<file path="config.mk">
export PLATFORM = sky130hd
export DESIGN_NAME = dm_arbiter
export DESIGN_NICKNAME = d
export VERILOG_FILES = /design/src/rtl/dm_arbiter.sv
export SDC_FILE = /design/constraint.sdc
export NUM_CORES = 1
export LEC_CHECK = 0
export BUFFER_PORTS_ARGS = -buffer_cell sky130_fd_sc_hd__buf_2
export CAP_MARGIN = 10
export CORE_AREA = 2 2 118 120
export DETAILED_ROUTE_END_ITERATION = 8
export DIE_AREA = 0 0 120 122
export GPL_TIMING_DRIVEN = 0
export PLACE_DENSITY = 0.75
export RECOVER_POWER = 25
export SYNTH_ARGS = -nofsm -noshare
export SYNTH_HDL_FRONTEND = slang
export SYNTH_SLANG_ARGS = --single-unit
</file>
<file path="constraint.sdc">
create_clock -name clk -period 4.6 [get_ports clk]
set_clock_uncertainty 0.05 [all_clocks]
set_input_delay 0.69 -clock clk [delete_from_list [all_inputs] [get_ports clk]]
set_output_delay 0.69 -clock clk [all_outputs]
set_load 0.01 [all_outputs]
</file>
<file path="src/rtl/dm_arbiter.sv">
// -----------------------------------------------------------------------------
// dm_arbiter
//
// Two-master arbiter and access sequencer for the single-ported data memory.
// Master 0 is the CPU load/store port, master 1 a secondary requester (DMA or
// debug). One word transaction is granted at a time with round-robin priority
// on ties. Each legal access holds the memory for WAIT+1 cycles. Misaligned or
// out-of-range addresses never reach the memory. Instead they complete one
// cycle after the grant with the err flag set.
//
// State table:
//   S_IDLE   | no transaction; arbitrate and address-check on the next edge
//   S_ACCESS | memory driven from latched regs; cnt counts down wait states
//   S_RESP   | ready/err/rdata pulse visible to the granted master
//
// Ports:
//   clk, reset            system clock, synchronous active-high reset
//   m0_* / m1_*           per-master request (req, we, addr, wdata) and
//                         response (ready, err, rdata) channels
//   mem_addr/wdata/we     DM access, word address with [1:0] forced to 00
//   mem_rdata             DM combinational read data
//   busy                  high whenever a transaction is in flight
// -----------------------------------------------------------------------------
module dm_arbiter #(
  parameter int unsigned WAIT     = 1,
  parameter logic [31:0] DM_START = 32'h0000_0000,
  parameter logic [31:0] DM_END   = 32'h0000_2ffc
) (
  input  logic        clk,
  input  logic        reset,
  input  logic        m0_req,
  input  logic        m0_we,
  input  logic [31:0] m0_addr,
  input  logic [31:0] m0_wdata,
  output logic        m0_ready,
  output logic        m0_err,
  output logic [31:0] m0_rdata,
  input  logic        m1_req,
  input  logic        m1_we,
  input  logic [31:0] m1_addr,
  input  logic [31:0] m1_wdata,
  output logic        m1_ready,
  output logic        m1_err,
  output logic [31:0] m1_rdata,
  output logic [31:0] mem_addr,
  output logic [31:0] mem_wdata,
  output logic        mem_we,
  input  logic [31:0] mem_rdata,
  output logic        busy
);

  localparam logic [3:0]  WAIT_CNT = 4'(WAIT);
  // Range check as a single unsigned compare: addr lies in [START, END]
  // exactly when (addr - START) mod 2^32 <= END - START.
  localparam logic [31:0] DM_SPAN  = DM_END - DM_START;

  typedef enum logic [1:0] {
    S_IDLE   = 2'd0,
    S_ACCESS = 2'd1,
    S_RESP   = 2'd2
  } state_t;

  state_t      r_state;
  logic        r_last;
  logic [3:0]  r_cnt;
  logic        r_id;
  logic        r_we;
  logic [31:2] r_addr;
  logic [31:0] r_wdata;
  logic        r_m0_ready;
  logic        r_m0_err;
  logic [31:0] r_m0_rdata;
  logic        r_m1_ready;
  logic        r_m1_err;
  logic [31:0] r_m1_rdata;

  logic        w_any_req;
  logic        w_grant;
  logic        w_sel_we;
  logic [31:0] w_sel_addr;
  logic [31:0] w_sel_wdata;
  logic        w_addr_err;
  logic        w_final;

  assign w_any_req   = m0_req | m1_req;
  // On a tie the master that was not granted last wins.
  assign w_grant     = (m0_req && m1_req) ? ~r_last : m1_req;
  assign w_sel_we    = w_grant ? m1_we    : m0_we;
  assign w_sel_addr  = w_grant ? m1_addr  : m0_addr;
  assign w_sel_wdata = w_grant ? m1_wdata : m0_wdata;
  assign w_addr_err  = (w_sel_addr[1:0] != 2'b00) ||
                       ((w_sel_addr - DM_START) > DM_SPAN);
  assign w_final     = (r_state == S_ACCESS) && (r_cnt == 4'd0);

  always_ff @(posedge clk) begin
    if (reset) begin
      r_state    <= S_IDLE;
      r_last     <= 1'b1;
      r_cnt      <= 4'd0;
      r_id       <= 1'b0;
      r_we       <= 1'b0;
      r_addr     <= '0;
      r_wdata    <= '0;
      r_m0_ready <= 1'b0;
      r_m0_err   <= 1'b0;
      r_m0_rdata <= '0;
      r_m1_ready <= 1'b0;
      r_m1_err   <= 1'b0;
      r_m1_rdata <= '0;
    end else begin
      // Response outputs are single-cycle pulses.
      r_m0_ready <= 1'b0;
      r_m0_err   <= 1'b0;
      r_m0_rdata <= '0;
      r_m1_ready <= 1'b0;
      r_m1_err   <= 1'b0;
      r_m1_rdata <= '0;
      case (r_state)
        S_IDLE: begin
          if (w_any_req) begin
            r_id    <= w_grant;
            r_last  <= w_grant;
            r_we    <= w_sel_we;
            r_addr  <= w_sel_addr[31:2];
            r_wdata <= w_sel_wdata;
            if (w_addr_err) begin
              // Bad address: skip the memory and respond next cycle.
              r_state <= S_RESP;
              if (w_grant) begin
                r_m1_ready <= 1'b1;
                r_m1_err   <= 1'b1;
              end else begin
                r_m0_ready <= 1'b1;
                r_m0_err   <= 1'b1;
              end
            end else begin
              r_cnt   <= WAIT_CNT;
              r_state <= S_ACCESS;
            end
          end
        end
        S_ACCESS: begin
          if (r_cnt != 4'd0) begin
            r_cnt <= r_cnt - 4'd1;
          end else begin
            // Final access edge: write commits via mem_we, reads are captured.
            r_state <= S_RESP;
            if (r_id) begin
              r_m1_ready <= 1'b1;
              r_m1_rdata <= r_we ? 32'd0 : mem_rdata;
            end else begin
              r_m0_ready <= 1'b1;
              r_m0_rdata <= r_we ? 32'd0 : mem_rdata;
            end
          end
        end
        S_RESP: begin
          r_state <= S_IDLE;
        end
        default: begin
          r_state <= S_IDLE;
        end
      endcase
    end
  end

  assign m0_ready  = r_m0_ready;
  assign m0_err    = r_m0_err;
  assign m0_rdata  = r_m0_rdata;
  assign m1_ready  = r_m1_ready;
  assign m1_err    = r_m1_err;
  assign m1_rdata  = r_m1_rdata;
  assign mem_addr  = {r_addr, 2'b00};
  assign mem_wdata = r_wdata;
  // Gated by reset so an aborted write never reaches the memory.
  assign mem_we    = w_final && r_we && !reset;
  assign busy      = (r_state != S_IDLE);

endmodule

</file>
Yosys cells after proc, flatten, opt, wreduce, memory -nomap -nowiden. Cells that the tools add are included.

Output and inout port bits: 134. Bits in registers: 139. Bits of input ports: 166.

Magnitude comparators: 1. Multiplexer cells: 25. Bitwise operators: 5. Equality and inequality tests: 5. Add/subtract/negate cells: 1. Reduce and logical (&&, ||, !) cells: 18.

Operator list (count): 2-to-1 mux 32 bit (3); > comparator 32 x 14 -> 1 bit (second input constant) (1); 2-to-1 mux 1 bit (12); 2-to-1 mux 4 bit (3); case mux 4 bit (2 select lines) (1); OR reduction 4 bit (2); 2-to-1 mux 2 bit (3); != test 2 bit (second input constant) (3); nonzero test 2 bit (3); logical AND 1 bit (4); logical NOT 4 bit (1); NOT 1 bit (4); case mux 1 bit (2 select lines) (2); case mux 2 bit (2 select lines) (1); AND reduction 2 bit (2); AND reduction 4 bit (1); nonzero test 4 bit (1); subtractor 4 x 1 -> 4 bit (second input constant) (1); equality test 2 x 1 -> 1 bit (second input constant) (1); logical NOT 2 bit (1); != test 2 x 1 -> 1 bit (second input constant) (1); OR reduction 2 bit (1); logical NOT 1 bit (1); logical OR 1 bit (1); OR 1 bit (1).

Depth between registers and ports, before layout. Gate-level depths: netlist of the first run.

Depth in word-level cells: 8. Gate-level depth with buffers: 8. Mapped depth without buffers: 7.

Worst setup path before layout of the first run. Ideal clock, no wire load.

Kind: in2reg. Start: in m0_addr[18]. End: reg r_cnt[3]. Arrival: 1989 ps. Stages on the path: 6. Path slack: 2491 ps. Path buffers: 0. Setup time: 70 ps. Path through: nor4_2 nand4_1 nor3_4 nor3_2 or4_1 a21oi_1.

Word-level cells in the longest chain between the ends: 5.

Ends and longest elaborated chain: from (decl) (line 33) `input logic [31:0] m0_addr,`; 2-to-1 mux 32 bit (line 89) `assign w_sel_addr = w_grant ? m1_addr : m0_addr;`; > comparator 32 x 14 -> 1 bit (line 92) `((w_sel_addr - DM_START) > DM_SPAN);`; logical OR 1 bit (line 91) `assign w_addr_err = (w_sel_addr[1:0] != 2'b00) ||`; != test 2 bit (no line); AND reduction 4 bit (no line); to (signal assigned) (line 144) `r_cnt <= r_cnt - 4'd1;`; to (decl) (line 65) `logic [3:0] r_cnt;`.

Every way passes these cells. A chain may end at the register's enable or synchronous reset.

Final worst setup path of the first run.
Start: reg r_cnt[0]. End: out mem_we.

Word-level cells in the longest chain between the ends: 4.

Ends and longest elaborated chain: logical NOT 4 bit (line 93) `assign w_final = (r_state == S_ACCESS) && (r_cnt == 4'd0);`; logical AND 1 bit (line 93); logical AND 1 bit (2 in series) (line 176) `assign mem_we = w_final && r_we && !reset;`; to (decl) (line 47) `output logic mem_we,`.

Every way passes these cells.

==> results of run 1 <==
## synthesized netlist by cell type (2+ instances only)
cell type	n	area, µm²
a211oi_1	63	473
a21oi_1	6	30.0
nor4_2	3	37.5
dfxtp_1	139	2780
clkbuf_1	27	101
nand2b_1	33	206
nor2_1	134	503
o21ai_0	2	10.0
buf_2	11	55.1
nand2_1	9	33.8
nor4_1	9	56.3
nor3b_1	2	15.0
mux2i_1	64	641
inv_1	2	7.51
nand4_1	2	12.5
buf_4	3	22.5
or3_1	3	18.8
## kinds of logic after synthesis
group	Yosys count	share of synthesized area
simple gates	205	0.186
compound gates	79	0.111
mux	64	0.124
fa+ha+maj	1	0.00242
buf+inv	44	0.0368
flops	139	0.538
other cells	1	0.000726
## through the flow
step	utilization	hold slack [ns]
3_3_place_gp	0.510	0.420
2_1_floorplan	-	0.401
6_report	0.545	0.445
5_1_grt	0.545	0.463
3_5_place_dp	0.510	0.439
4_1_cts	0.552	0.447
## worst min-delay path: cells and delay by family (launching register included)
family | cells | cell delay (ns)
flops | 1 | 0.31
simple gates | 1 | 0.09
compound gates | 1 | 0.05
## routing by layer
metal / vias up / track usage / part of all wire
met5: - / 0 / 0
met4: 0 / 0.0684 / 0.0082
met3: 10 / 0.0641 / 0.082
met2: 220 / 0.373 / 0.50
met1: 2192 / 0.237 / 0.40
li1: 2473 / - / -
## where the power goes
part | internal (mW) | switching [mW] | leakage, nW | total (mW)
clock network | 0.756 | 0.541 | 0.267 | 1.30
registers | 1.30 | 0.0503 | 1.14 | 1.35
logic | 0.242 | 0.330 | 1.93 | 0.572
total | 2.30 | 0.921 | 3.34 | 3.22
## worst max path at each step
stage / from / to / slack (ns) / depth (start not counted)
after global routing: r_cnt[0] / mem_we / 1.77 / 7
after global placement: reset / mem_we / 2.05 / 5
final: r_cnt[0] / mem_we / 1.93 / 7
after CTS: r_cnt[0] / mem_we / 1.93 / 7
after floorplan: m0_addr[18] / r_cnt[3] / 2.49 / 6
after detailed placement: reset / mem_we / 2.05 / 5
## state kept, by name, summed over array words and instances, names as in the netlist, 2 cells and up
name	count
r_state	2
mem_wdata	32
r_cnt	4
m1_rdata	32
m0_rdata	32
r_addr	30
## cell type report
type	instances	area, µm²
clock buffer	18	429
multi-input combinational	351	2190
inverter	3	11.3
sequential	139	2780
fill	1327	6150
clock inverter	14	140
tap	180	225
timing repair buffer	297	1400
buffer	41	179
==> results.txt, run 1 <==
CP Capture Type -> output pin
Commonest cells after routing, fill and taps aside -> 242 x buf_2, 139 x dfxtp_1, 134 x nor2_1
Clock Latency Late Sink -> 0.41 ns
Slew HR -> 0.545
IO Port Bufs -> 297
Ports -> 300
Buffers and inverters on the worst path -> 2
Post-Synthesis Cells -> 533
Req. time, crit path -> 3.86 ns
Core area -> 13,500 µm²
RD Place Congestion -> 0.852
Pre-CTS setup slack -> 2.05 ns
Avg Cell Area, Syn -> 9.70 µm²
CTS Buf Count -> 17
Sequential area share after synthesis -> 0.538
Worst-margin pin slew -> 0.677 ns
WHS Path Cells -> 2
Vias in the first global route -> 4,579
Die Ht -> 122 µm
1st-iter DRT viols -> 136
Final net count -> 1,017
Worst EP arrival -> 1.93 ns
Root Buffer -> clkbuf_16
Setup violators final -> 0
Post-route cell area -> 7360 µm²
Clock transition at path regs -> 0.06 ns
Final WL -> 15.8 mm
Power, Total -> 3.22 mW
Grt ovf -> 0
Clock Sinks -> 139
1st-pass router iterations -> 4
Main synth FF type -> dfxtp_1
Crit Path Max Fanout -> 4
Power per cell area -> 437 nW/µm²
Worst R2R Start -> r_cnt[0]
Post-CTS Hold Buffers -> 0
Synth Register Bits -> 139
Leakage -> 3.34 nW
Worst path top cell family by delay -> simple AND/OR/NAND/NOR gates
Commonest non-fill, non-tap cell in the layout -> buf_2
Post-CTS Repair Setup Buffers -> 0
Tcrit/Tclk final -> 0.580
Netlist cell types -> 38
Critical-path cell list -> inv_1 > ha_1 > nor3b_1 > nand3b_1 > nor2_1 > and2_1 > buf_2
Max_cap viols -> 0
Initial core utilization -> 0.383
CTS resizes -> 0
Max Fclk -> 375 MHz
DR vias/cell -> 4.69
Worst r2r dst -> r_cnt[3]
Layout cells sized above 1 -> 0.328
Area Overhead vs Synth -> 42.4%
Die W -> 120 µm
Placed Area -> 6880 µm²
Post-route ant nets -> 0
CTS H-tree lvls -> 4
Diode count -> 0
DRC Markers -> 0
Ys async rst share -> 0
R2R Setup Slk -> 2.38 ns
Clock period minus worst slack -> 2.67 ns
R2R depth -> 7
Worst ir drop on vdd -> 0.218 mV
Crit path kind -> flip-flop to output pin
Final WS setup -> 1.93 ns
Unrepaired setup endpoints after global routing -> no
CTS tree -> done
Slowest CP cell -> dfxtp_1
Fin. Hold Viols -> 0
Clock buffer depth -> 2
Hold crit path type -> flip-flop to flip-flop
Hold Path Sink -> mem_wdata[3]
Post-synth EDFFs -> 0
Final HPWL DP -> 12.4 mm
Mapped Area -> 5170 µm²
Hold Startpoint -> mem_wdata[3]
Core Rows -> 43
Drt wl/cell -> 15.1 µm
Slowest stage delay, CP -> 0.34 ns
DR vias -> 4,895
Global-route wire length before repair -> 23.2 mm
Post-route insts no fill -> 1,043
Largest net degree at the start of global routing -> 17
Status -> finished, final reports clean
Setup TNS -> 0 ns
All-Layer GR Usage -> 0.209
Syn. warnings -> 0
DIE AREA -> 14,600 µm²
Startpoint types -> flip-flop
Initial antenna violation count -> 0
Fin. max-slew vios -> 0
Inst Count DP -> 1,011
(Power assumes the default switching activity.)
==> run 2, diff against run 1 <==
- CORE_AREA: 2 2 118 120 -> 2 2 115 117
- DIE_AREA: 0 0 120 122 -> 0 0 117 119
- PLACE_DENSITY: 0.75 -> 0.78
- clock period: 4.6 -> 2.54 ns (I/O delays scaled with it)
==> results.txt, run 2 (synthesis results as in run 1) <==
Status -> finished, final reports clean (unchanged)
DR vias/cell -> 4.77 (was 4.69)
Vias in the first global route -> 4,798 (was 4,579)
Hold WS -> 0.157 ns (was 0.445 ns)
Global-route wire length before repair -> 23.9 mm (was 23.2 mm)
Final WL -> 15.7 mm (was 15.8 mm)
Fin. max-slew vios -> 0 (unchanged)
Placed Area -> 6880 µm² (about the same)
Clock transition at path regs -> 0.06 ns (about the same)
Worst EP arrival -> 1.93 ns (about the same)
Slew HR -> 0.563 (was 0.545)
Core Rows -> 42 (was 43)
DRC Markers -> 0 (unchanged)
Met2 WL post-DR -> 7.78 mm (was 7.96 mm)
Worst ir drop on vdd -> 0.385 mV (was 0.218 mV)
Clock Sinks -> 139 (unchanged)
Final net count -> 1,017 (unchanged)
Post-route ant nets -> 0 (unchanged)
Fin. Hold Viols -> 0 (unchanged)
Grt ovf -> 0 (unchanged)
Inst Count DP -> 1,007 (was 1,011)
Ports -> 300 (unchanged)
Die W -> 117 µm (was 120 µm)
Max Fclk -> 423 MHz
Max_cap viols -> 0 (unchanged)
DR vias -> 4,954 (was 4,895)
Die Ht -> 119 µm (was 122 µm)
Startpoint types -> flip-flop (unchanged)
Final HPWL DP -> 12.2 mm (was 12.4 mm)
All-Layer GR Usage -> 0.226 (was 0.209)
Crit Path Max Fanout -> 4 (unchanged)
R2R depth -> 7 (unchanged)
Worst-margin pin slew -> 0.655 ns (was 0.677 ns)
CTS Buf Count -> 17 (unchanged)
Top Metal Used -> met5 (was met4)
Initial core utilization -> 0.401 (was 0.383)
Reg area -> 2780 µm² (unchanged)
CTS resizes -> 0 (unchanged)
Post-route cell area -> 7420 µm² (was 7360 µm²)
Clock period minus worst slack -> 2.36 ns
Area occupied by multi-input gates -> 2200 µm² (was 2190 µm²)
Layout cells sized above 1 -> 0.327 (was 0.328)
RD Place Congestion -> 0.836 (was 0.852)
Drt wl/cell -> 15.1 µm (about the same)
R2R Setup Slk -> 0.36 ns (was 2.38 ns)
1st-iter DRT viols -> 235 (was 136)
Pre-CTS setup slack -> 0.324 ns (was 2.05 ns)
DIE AREA -> 13,900 µm² (was 14,600 µm²)
Diode count -> 0 (unchanged)
Unrepaired setup endpoints after global routing -> no (unchanged)
CP Capture Type -> output pin (unchanged)
Leakage -> 3.37 nW (was 3.34 nW)
Hold Startpoint -> mem_rdata[3] (was mem_wdata[3])
CTS H-tree lvls -> 4 (unchanged)
Post-route insts no fill -> 1,039 (was 1,043)
Clock buffer depth -> 2 (unchanged)
Power, Total -> 6.07 mW (was 3.22 mW)
Hold Path Sink -> m1_rdata[3] (was mem_wdata[3])
Tcrit/Tclk final -> 0.931
Core area -> 12,900 µm² (was 13,500 µm²)
Final WS setup -> 0.176 ns (was 1.93 ns)
IO Port Bufs -> 297 (unchanged)
WL met3 -> 1.36 mm (was 1.30 mm)
Power per cell area -> 818 nW/µm² (was 437 nW/µm²)
Crit path kind -> flip-flop to output pin (unchanged)
Commonest cells after routing, fill and taps aside -> 241 x buf_2, 139 x dfxtp_1, 134 x nor2_1 (was 242 x buf_2, 139 x dfxtp_1, 134 x nor2_1)
Initial antenna violation count -> 1 (was 0)
Largest net degree at the start of global routing -> 17 (unchanged)
Hold crit path type -> input port to flip-flop (was flip-flop to flip-flop)
Area Overhead vs Synth -> 43.5% (was 42.4%)
Worst R2R Start -> r_cnt[0] (unchanged)
Worst r2r dst -> r_cnt[3] (unchanged)
WHS Path Cells -> 3 (was 2)
Clock Latency Late Sink -> 0.42 ns (was 0.41 ns)
Root Buffer -> clkbuf_16 (unchanged)
Commonest non-fill, non-tap cell in the layout -> buf_2 (unchanged)
Req. time, crit path -> 2.11 ns (was 3.86 ns)
1st-pass router iterations -> 4 (unchanged)
Fill count -> 1,202 (was 1,327)
Post-CTS Repair Setup Buffers -> 0 (unchanged)
Post-Route M1 WL -> 6.31 mm (was 6.39 mm)
Post-CTS Hold Buffers -> 0 (unchanged)
Setup TNS -> 0 ns (unchanged)
CTS tree -> done (unchanged)
Setup violators final -> 0 (unchanged)
Final core occ -> 0.576 (was 0.545)
## run 2: worst max-delay path: stages (launching register included)
cell and delay [ns]:
dfxtp_1 0.34, inv_1 0.09, ha_1 0.16, nor3b_1 0.28
nand3b_1 0.17, nor2_1 0.20, and2_1 0.15, buf_2 0.13
## run 2: power breakdown
group	switching [mW]	internal, mW
Combinational	0.598	0.436
Clock	0.946	1.65
Sequential	0.0898	2.35
## run 2: worst max path at each step
stage / start / end / slack [ns] / cells past startpoint
2_1_floorplan: r_cnt[0] / r_cnt[3] / 0.61 / 7
3_3_place_gp: m0_req / r_addr[15] / 0.33 / 6
3_5_place_dp: m0_req / r_addr[13] / 0.32 / 6
4_1_cts: r_cnt[0] / mem_we / 0.18 / 7
5_1_grt: r_cnt[0] / mem_we / 0.03 / 7
6_report: r_cnt[0] / mem_we / 0.18 / 7
## run 2: routing by layer
metal,GRT usage,vias to the layer above
met3,0.0728,20
met1,0.256,2230
met2,0.399,231
met5,0,-
met4,0.0691,2
li1,-,2471
## run 2: layout make-up
cell class                      count  area share
Sequential cell                   139       0.375
Timing Repair Buffer              297       0.189
Clock buffer                       19      0.0584
Tap cell                          176      0.0297
Inverter                            3     0.00152
Multi-Input combinational cell    351       0.296
Buffer                             41      0.0241
Clock inverter                     13      0.0256
